File: src/rtl/rv_fetch_pkg.sv
// Shared types and constants for the instruction-fetch stage of the pipelined RISC-V core.
package rv_fetch_pkg;

    typedef logic [63:0] pc_t;

    localparam logic [31:0] NOP_INSTR = 32'h00000013;  // addi x0,x0,0

    typedef enum logic [1:0] {
        ST_BOOT = 2'd0,
        ST_RUN  = 2'd1,
        ST_HALT = 2'd2
    } fetch_state_e;

    typedef struct packed {
        pc_t         pc;
        logic [31:0] instr;
        logic        valid;
    } if_id_t;

endpackage

File: src/rtl/if_id_reg.sv
// IF/ID pipeline register: hold keeps contents, bubble loads a NOP tagged with bubble_pc.
module if_id_reg
    import rv_fetch_pkg::*;
#(
    parameter logic [31:0] BUBBLE_INSTR = NOP_INSTR
) (
    input  logic   clk,
    input  logic   reset,
    input  logic   hold,
    input  logic   load_bubble,
    input  pc_t    bubble_pc,
    input  if_id_t d,
    output if_id_t q
);

    // Reset has top priority, then hold, then bubble, then a normal capture.
    always_ff @(posedge clk) begin
        if (!reset) begin
            q.pc    <= '0;
            q.instr <= BUBBLE_INSTR;
            q.valid <= 1'b0;
        end else if (hold) begin
            q <= q;
        end else if (load_bubble) begin
            q.pc    <= bubble_pc;
            q.instr <= BUBBLE_INSTR;
            q.valid <= 1'b0;
        end else begin
            q <= d;
        end
    end

endmodule

File: src/rtl/fetch_sequencer.sv
// PC register and BOOT/RUN/HALT sequencing for instruction fetch; feeds the IF/ID register.
module fetch_sequencer #(
    parameter logic [63:0] RESET_PC  = 64'd0,
    parameter int          MEM_BYTES = 132,
    parameter logic [31:0] NOP_INSTR = rv_fetch_pkg::NOP_INSTR
) (
    input  logic        clk,
    input  logic        reset,
    input  logic        stall,
    input  logic        flush,
    input  logic        branch_taken,
    input  logic [63:0] branch_target,
    input  logic [31:0] Instruction,
    output logic [63:0] Inst_Address,
    output logic [63:0] if_id_pc,
    output logic [31:0] if_id_instr,
    output logic        if_id_valid,
    output logic        halted,
    output logic        fault
);

    import rv_fetch_pkg::pc_t;
    import rv_fetch_pkg::if_id_t;
    import rv_fetch_pkg::fetch_state_e;
    import rv_fetch_pkg::ST_BOOT;
    import rv_fetch_pkg::ST_RUN;
    import rv_fetch_pkg::ST_HALT;

    localparam logic [64:0] MEM_LIMIT = 65'(MEM_BYTES);

    fetch_state_e state_q, state_d;
    pc_t          pc_q, pc_d;
    logic         halted_q, halted_d;
    logic         fault_q, fault_d;
    logic         ifid_hold, ifid_bubble;
    logic         pc_in_range;
    if_id_t       ifid_d, ifid_q;

    // 65-bit sum so a PC near 2^64 cannot wrap back into the legal window.
    assign pc_in_range = ({1'b0, pc_q} + 65'd3) < MEM_LIMIT;

    always_ff @(posedge clk) begin
        if (!reset) begin
            state_q  <= ST_BOOT;
            pc_q     <= RESET_PC;
            halted_q <= 1'b0;
            fault_q  <= 1'b0;
        end else begin
            state_q  <= state_d;
            pc_q     <= pc_d;
            halted_q <= halted_d;
            fault_q  <= fault_d;
        end
    end

    always_comb begin
        state_d     = state_q;
        pc_d        = pc_q;
        halted_d    = halted_q;
        fault_d     = fault_q;
        ifid_hold   = 1'b0;
        ifid_bubble = 1'b0;

        case (state_q)
            ST_BOOT: begin
                if (pc_in_range) begin
                    ifid_hold = 1'b1;
                    state_d   = ST_RUN;
                end else begin
                    ifid_bubble = 1'b1;
                    halted_d    = 1'b1;
                    state_d     = ST_HALT;
                end
            end
            ST_RUN: begin
                if (branch_taken) begin
                    ifid_bubble = 1'b1;
                    if (branch_target[1:0] != 2'b00) begin
                        halted_d = 1'b1;
                        fault_d  = 1'b1;
                        state_d  = ST_HALT;
                    end else begin
                        pc_d = branch_target;
                    end
                end else if (stall) begin
                    ifid_hold = 1'b1;
                end else if (!pc_in_range) begin
                    ifid_bubble = 1'b1;
                    halted_d    = 1'b1;
                    state_d     = ST_HALT;
                end else if (flush) begin
                    ifid_bubble = 1'b1;
                    pc_d        = pc_q + 64'd4;
                end else begin
                    pc_d = pc_q + 64'd4;
                end
            end
            ST_HALT: begin
                ifid_hold = 1'b1;
            end
            default: begin
                ifid_bubble = 1'b1;
                halted_d    = 1'b1;
                state_d     = ST_HALT;
            end
        endcase
    end

    always_comb begin
        ifid_d.pc    = pc_q;
        ifid_d.instr = Instruction;
        ifid_d.valid = 1'b1;
    end

    if_id_reg #(
        .BUBBLE_INSTR(NOP_INSTR)
    ) u_if_id_reg (
        .clk        (clk),
        .reset      (reset),
        .hold       (ifid_hold),
        .load_bubble(ifid_bubble),
        .bubble_pc  (pc_q),
        .d          (ifid_d),
        .q          (ifid_q)
    );

    assign Inst_Address = pc_q;
    assign if_id_pc     = ifid_q.pc;
    assign if_id_instr  = ifid_q.instr;
    assign if_id_valid  = ifid_q.valid;
    assign halted       = halted_q;
    assign fault        = fault_q;

endmodule

File: config.mk
export PLATFORM = sky130hd
export DESIGN_NAME = fetch_sequencer
export DESIGN_NICKNAME = d
export VERILOG_FILES = /design/src/rtl/rv_fetch_pkg.sv /design/src/rtl/if_id_reg.sv /design/src/rtl/fetch_sequencer.sv
export SDC_FILE = /design/constraint.sdc
export NUM_CORES = 1
export LEC_CHECK = 0
export ABC_AREA = 1
export BUFFER_PORTS_ARGS = -buffer_cell sky130_fd_sc_hd__buf_2
export CAP_MARGIN = 20
export CORE_MARGIN = 1
export CORE_UTILIZATION = 45
export CTS_CLUSTER_DIAMETER = 100
export DETAILED_ROUTE_END_ITERATION = 8
export PLACE_DENSITY = 0.78
export SETUP_SLACK_MARGIN = 0.05
export SLEW_MARGIN = 25
export SYNTH_ARGS = -nofsm -noshare
export SYNTH_HDL_FRONTEND = slang
export SYNTH_SLANG_ARGS = --single-unit
File: constraint.sdc
create_clock -name clk -period 3.5 [get_ports clk]
set_input_delay 0.525 -clock clk [delete_from_list [all_inputs] [get_ports clk]]
set_output_delay 0.525 -clock clk [all_outputs]
set_load 0.1 [all_outputs]
Word-level counts from Yosys, hierarchy flattened
Index checks and enable logic that the tools add are counted.

storage, ports and cells
  logic and storage cells = 51
  output and inout port bits = 163
  ROM bits = 0
  bits in registers = 165
  bits of input ports = 101
  latch bits = 0
  RAM bits = 0
  memories = 0

operators by class
  bitwise logic cells = 1
  eq/ne operators = 7
  add/sub/neg operators = 2
  reductions and logical operators = 7
  multiplexer cells = 26
  multipliers = 0
  shifts and indexed selects = 0
  order comparisons = 1
  div/mod/pow operators = 0

operators with widths
  operator               count
  $mux 64                4
  $add 64x2->65 const B  1
  $lt 65x8->1 const B    1
  $add 64x3->64 const B  1
  $mux 33                1
  $mux 1                 12
  $mux 2                 5
  $ne 3x3->1 const B     3
  $pmux 1 s3             3
  $reduce_and 4->1       2
  $pmux 2 s3             1
  $reduce_and 3->1       2
  $reduce_bool 2->1      2
  $eq 2x1->1 const B     1
  $eq 2x2->1 const B     1
  $logic_not 2->1        1
  $ne 2x1->1 const B     1
  $ne 2x2->1 const B     1
  $not 1->1              1

Depth between registers and ports, before layout
  word-level depth = 7
  gate-level depth with buffers = 22
  depth with buffers taken out = 21

Cells and area by module
A second synthesis with hierarchy kept.

second synthesis, totals
  cells, all modules = 1986
  area total of the unflattened synthesis = 11405.9 µm²

by module, submodules not included
  module           times used  cells each  sequential area each (µm²)  area each (µm²)
  fetch_sequencer  1           1293        1361.3                      6965.4
  if_id_reg        1           693         1941.9                      4440.5

Least setup slack after synthesis
OpenSTA, ideal clock, no wires.

  kind = register to register
  from = register pc_q[2], in the netlist Inst_Address[2]
  to = register u_if_id_reg.q[10] (netlist bit)
  required time = 3.429 ns
  clock period less this slack = 3.413 ns
  data arrival time = 3.342 ns
  slack = 0.087 ns
  library setup time = 0.071 ns
  path buffers = 2
  cell stages (with the launch flop) = 20
  cell sequence = dfxtp_1 -> ha_1 -> inv_1 -> nor2_1 -> nand2_2 -> nor2_4 -> nand2_2 -> o21ai_1 -> nand2_1 -> nor2_1 -> nand2_1 -> nor2_1 -> nand2_1 -> nor2_2 -> nand3_2 -> nand2_4 -> buf_12 -> buf_12 -> nand2_4 -> a21oi_2

on the way
  cells in the longest elaborated chain, start to end = 7
  elaborated cells between the ends (all ways) = 10
  classes of those cells = add/sub (1); order compare (1); mux (8)

ends and longest elaborated chain
  item                      RTL line               text
  start: declaration        fetch_sequencer.sv:32  pc_t pc_q, pc_d;
  start signal: assignment  fetch_sequencer.sv:50  pc_q <= pc_d;
  $add 64x2->65 *           fetch_sequencer.sv:40  assign pc_in_range = ({1'b0, pc_q} + 65'd3) < MEM_LIMIT;
  $lt 65x8->1 *             fetch_sequencer.sv:40
  $mux 1                    fetch_sequencer.sv:87  end else if (!pc_in_range) begin
  $mux 1                    fetch_sequencer.sv:85  end else if (stall) begin
  $mux 1                    fetch_sequencer.sv:76  if (branch_taken) begin
  $pmux 1 s3                fetch_sequencer.sv:64  case (state_q)
  $mux 33                   if_id_reg.sv:24        end else if (load_bubble) begin
  end signal: assignment    if_id_reg.sv:23        q <= q;
  end: declaration          if_id_reg.sv:13        output if_id_t q

Every way passes the cells marked *; elsewhere a longest branch is shown, timed or not.
A chain may end at the register's enable or synchronous reset.

Worst setup path after layout
  from = register pc_q[40], in the netlist Inst_Address[40]
  to = register pc_q[26], in the netlist Inst_Address[26]

on the way
  cells in the longest elaborated chain, start to end = 4

ends and longest elaborated chain
  item                         RTL line
  $add 64x2->65                fetch_sequencer.sv:40
  $lt 65x8->1                  fetch_sequencer.sv:40
  $reduce_bool 2->1 (no line)  n/a
  $reduce_and 4->1 (no line)   n/a

No other way between the ends.

==> metrics.md <==
| Metric | Value |
|---|---|
| Run status | finished, final reports clean |
| Initial Util | 0.458 |
| Setup TNS | 0 ns |
| Critical Path Start | Inst_Address[40] |
| Post-Syn Area | 10,700 um2 |
| Final worst-path cycle share | 0.922 |
| Area share of the largest cell type after synthesis | 0.307 |
| Class of the most critical setup path | reg -> reg |
| Routed len/inst | 19.0 um |
| NetSw | roughly 5.7 mW |
| # DRC | 0 |
| Worst reg2reg path depth | 17 |
| Vias per cell | 5.48 |
| Worst-Skew Late Latency | around 0.45 ns |
| Initial antenna violation count | 0 |
| Leak | 6.27 nW |
| Finished Layout Cells | roughly 2,300 |
| Distinct cells, synth | 38 |
| Area Growth Syn to Fin | 25.3% |
| Dpl cell area | 12,800 um2 |
| CTS tree | built |
| Critical R2R Launch | Inst_Address[40] |
| Share of cells above drive strength 1 | 0.243 |
| Max Clock Skew | between 0.015 and 0.02 ns |
| Crit path launch type | flip-flop |
| Average cell area after synthesis | 6.26 um2 |
| Placer Congestion | approximately 1.0 |
| Internal | 4.70 mW |
| Leading area contributor after synthesis | dfxtp_1 |
| Final WS setup | 0.272 ns |
| Clock buffer depth | 2 |
| Seq/Total Area, Yosys | 0.307 |
| IO Count | 264 |
| Crit path max-delay cell type | dfxtp_1 |
| Row count | 56 |
| Endpoints failing hold | 0 |
| Via count | 12,700 |
| Worst-case hold path end point | u_if_id_reg.q[2] |
| Detailed router's first-iteration violation count | 1,267 |
| Post-DP HPWL | 34.2 mm |
| Reported max-cap violation count | 0 |
| Largest cells by area after synthesis | dfxtp_1, nand2_1, nor2_1 |
| Fin. max-slew vios | 0 |
| Cell Pwr Density | 773 nW/um2 |
| Crit end category | flip-flop |
| Maximum vdd drop | 652 uV |
| Logic pwr share | 0.563 |
| CTS Root Cell | clkbuf_16 |
| Htree depth | 4 |
| Worst-margin pin slew | 0.872 ns |
| Hold_sp | Instruction[1] |
| Cts bufs inserted | 17 |
| First drt pass iteration count | 6 |
| Dpl cells | 2,293 |
| Clk slew on worst S/H paths | 0.08 ns |
| CTS Sinks | 165 |
| Fillers | 2,342 |
| Hold depth | 3 |
| ANT nets after route | 0 |
| RSZ-0062 raised after global routing | false |
| Switch share | 0.548 |
| Critical path cell sequence | nand2_1 -> nor2_1 -> nand2_1 -> nor2_1 -> buf_4 -> nand2_1 -> o21ai_1 -> nand3_1 -> nor2_1 -> nand3_1 -> nor2_2 -> nand2_2 -> nand2_4 -> buf_12 -> nand4_1 -> nand2_1 -> nor2_1 |
| CP arrival | 3.56 ns |
| Hold Buf Count CTS | 0 |
| Dpl ws | 0.168 ns |
| Final net count | 2,096 |
| Max-Slew Margin vs Limit | 0.419 |
| Warnings, synthesis | 0 |
| Antenna cells | 0 |
| Minimum clock period | ~3.2 ns |
| Reg2reg end | Inst_Address[26] |
| Global-route wire length before repair | between 60 and 70 mm |
| Clock power share | 0.203 |
| Worst min path class | in -> reg |
| Fin area | 13,500 um2 |
| Seq cells post-synth | 165 |
| Pwr Total | 10.4 mW |
| Vias in the first global route | about 12,000 |
| R2R Setup Slk | 0.27 ns |
| GRT overflow | 0 |
| Crit path max-delay family | simple AND/OR/NAND/NOR gates |
| Core outline area | 23,500 um2 |
| Post-Syn Instances | 1,717 |
| Crit path required time | 3.83 ns |
| Die height | ~160 um |
| Die area | approximately 24,000 um2 |
| Max Clk Rate | around 310 MHz |
| WL final | 44.3 mm |
| Part of the power in registers | 0.235 |
| Finish-stage setup viols | 0 |
| Worst path bufs/invs | 2 |
| I/O Buffers | between 200 and 300 |
| Syn nets | roughly 1,800 |
| Largest net degree at the start of global routing | 78 |
| Max FO, Critical Path | 44 |
| CP peak stage delay | roughly 0.47 ns |
| Die Width | 157 um |
| Global Route Usage Sum | 0.360 |
==> power groups by stage <==
stage / clock (mW) / sequential, mW / combinational [mW]
2_1_floorplan: 0 / 4.45 / 2.71
3_3_place_gp: 0 / 2.47 / 5.74
3_5_place_dp: 0 / 2.48 / 5.82
4_1_cts: 2.12 / 2.44 / 5.83
5_1_grt: 2.21 / 2.48 / 6.26
6_report: 2.11 / 2.44 / 5.86
==> worst max path at each step <==
stage,to,slack (ns),cells after the start
2_1_floorplan,u_if_id_reg.q[10],0.09,19
3_3_place_gp,u_if_id_reg.q[73],0.15,16
3_5_place_dp,u_if_id_reg.q[68],0.17,21
4_1_cts,u_if_id_reg.q[60],0.16,21
5_1_grt,Inst_Address[22],0.05,19
6_report,Inst_Address[26],0.27,17
==> synth_stat cells <==
library cell  instances
inv_1               123
a21oi_1              21
nand3b_1              2
xnor2_1               4
o21ai_1              19
o21ai_0             115
nand3_2               2
or2_2                 1
a22oi_1               2
buf_4                 1
inv_2                 7
mux2i_1              21
nand3_1              48
nor3_1               19
buf_12                3
nand2_1             401
dfxtp_1             165
a21oi_2              20
nor4_1                1
ha_1                  1
a31oi_1              60
buf_1                12
buf_6                 6
xor2_1               32
clkinv_1              3
clkbuf_1             44
nand2_2              10
nand3_4               1
o22ai_1               4
nor2_4                9
nor2_2               14
a22o_1                1
nor2_1              385
nand4_1             106
nand2_4              22
buf_2                26
o31ai_1               4
clkbuf_2              2
==> layer usage <==
layer / global-route usage / vias up / share of wire
li1: - / 6159 / -
met1: 0.456 / 5924 / 0.41
met2: 0.602 / 564 / 0.47
met3: 0.0593 / 94 / 0.077
met4: 0.155 / 0 / 0.038
met5: 0 / - / 0
==> registers in the layout, indices dropped and copies added (netlist names) <==
signal / cells
u_if_id_reg.q: 97
halted: 1
Inst_Address: 64
state_q: 2
fault: 1
==> worst reg2reg max path: cells and delay by family (launching register included) <==
family                 cells  cell delay [ns]
AOI/OAI and AO/OA          1             0.12
buffers and inverters      2             0.40
and+or+nand+nor           14             2.11
DFF                        1             0.47
==> stage by stage <==
step,utilization,hold slack [ns]
final,0.574,0.285
after global routing,0.574,0.282
after CTS,0.571,0.285
after detailed placement,0.544,0.452
after global placement,0.544,0.439
after floorplan,-,0.572
==> what timing repair did <==
| item | in CTS | in global routing |
|---|---|---|
| resized for setup | 0 | 21 |
| endpoints found under the setup margin | 0 | 162 |
| setup buffers | 0 | 1 |
==> cell type report <==
type | count | area, um2 | share of cell area
inverter | 133 | 499 | 0.0371
sequential | 165 | 3310 | 0.246
tap | 319 | 399 | 0.0296
clock inverter | 15 | 214 | 0.0159
timing repair buffer | 352 | 2100 | 0.156
clock buffer | 17 | 425 | 0.0316
multi-input combinational | 1325 | 6510 | 0.484
==> cells in the final DEF (no fill, tap or decap), types with 13 or more instances in the layout <==
cell type | Yosys | final
nor3_1 | 19 | 19
clkbuf_16 | 0 | 17
a21oi_1 | 21 | 21
inv_1 | 123 | 123
nor2_4 | 9 | 13
dfxtp_1 | 165 | 159
nand3_1 | 48 | 48
a31oi_1 | 60 | 60
o21ai_0 | 115 | 115
nor2_1 | 385 | 377
nor2_2 | 14 | 18
nand2_4 | 22 | 23
nand2_1 | 401 | 398
o21ai_1 | 19 | 19
xor2_1 | 32 | 32
a21oi_2 | 20 | 20
buf_4 | 1 | 80
buf_2 | 26 | 262
mux2i_1 | 21 | 21
nand4_1 | 106 | 106
==> logic make-up after synthesis <==
kind of cell,after synthesis,synth area share
flip-flops,165,0.307
AO/OA/AOI/OAI,246,0.131
adder cells (fa/ha/maj),1,0.00116
multiplexers,21,0.0196
AND/OR/NAND/NOR,1021,0.420
XOR/XNOR,36,0.0293
buffers and inverters,227,0.0916
Note: power is estimated with default switching activity, not from simulation.
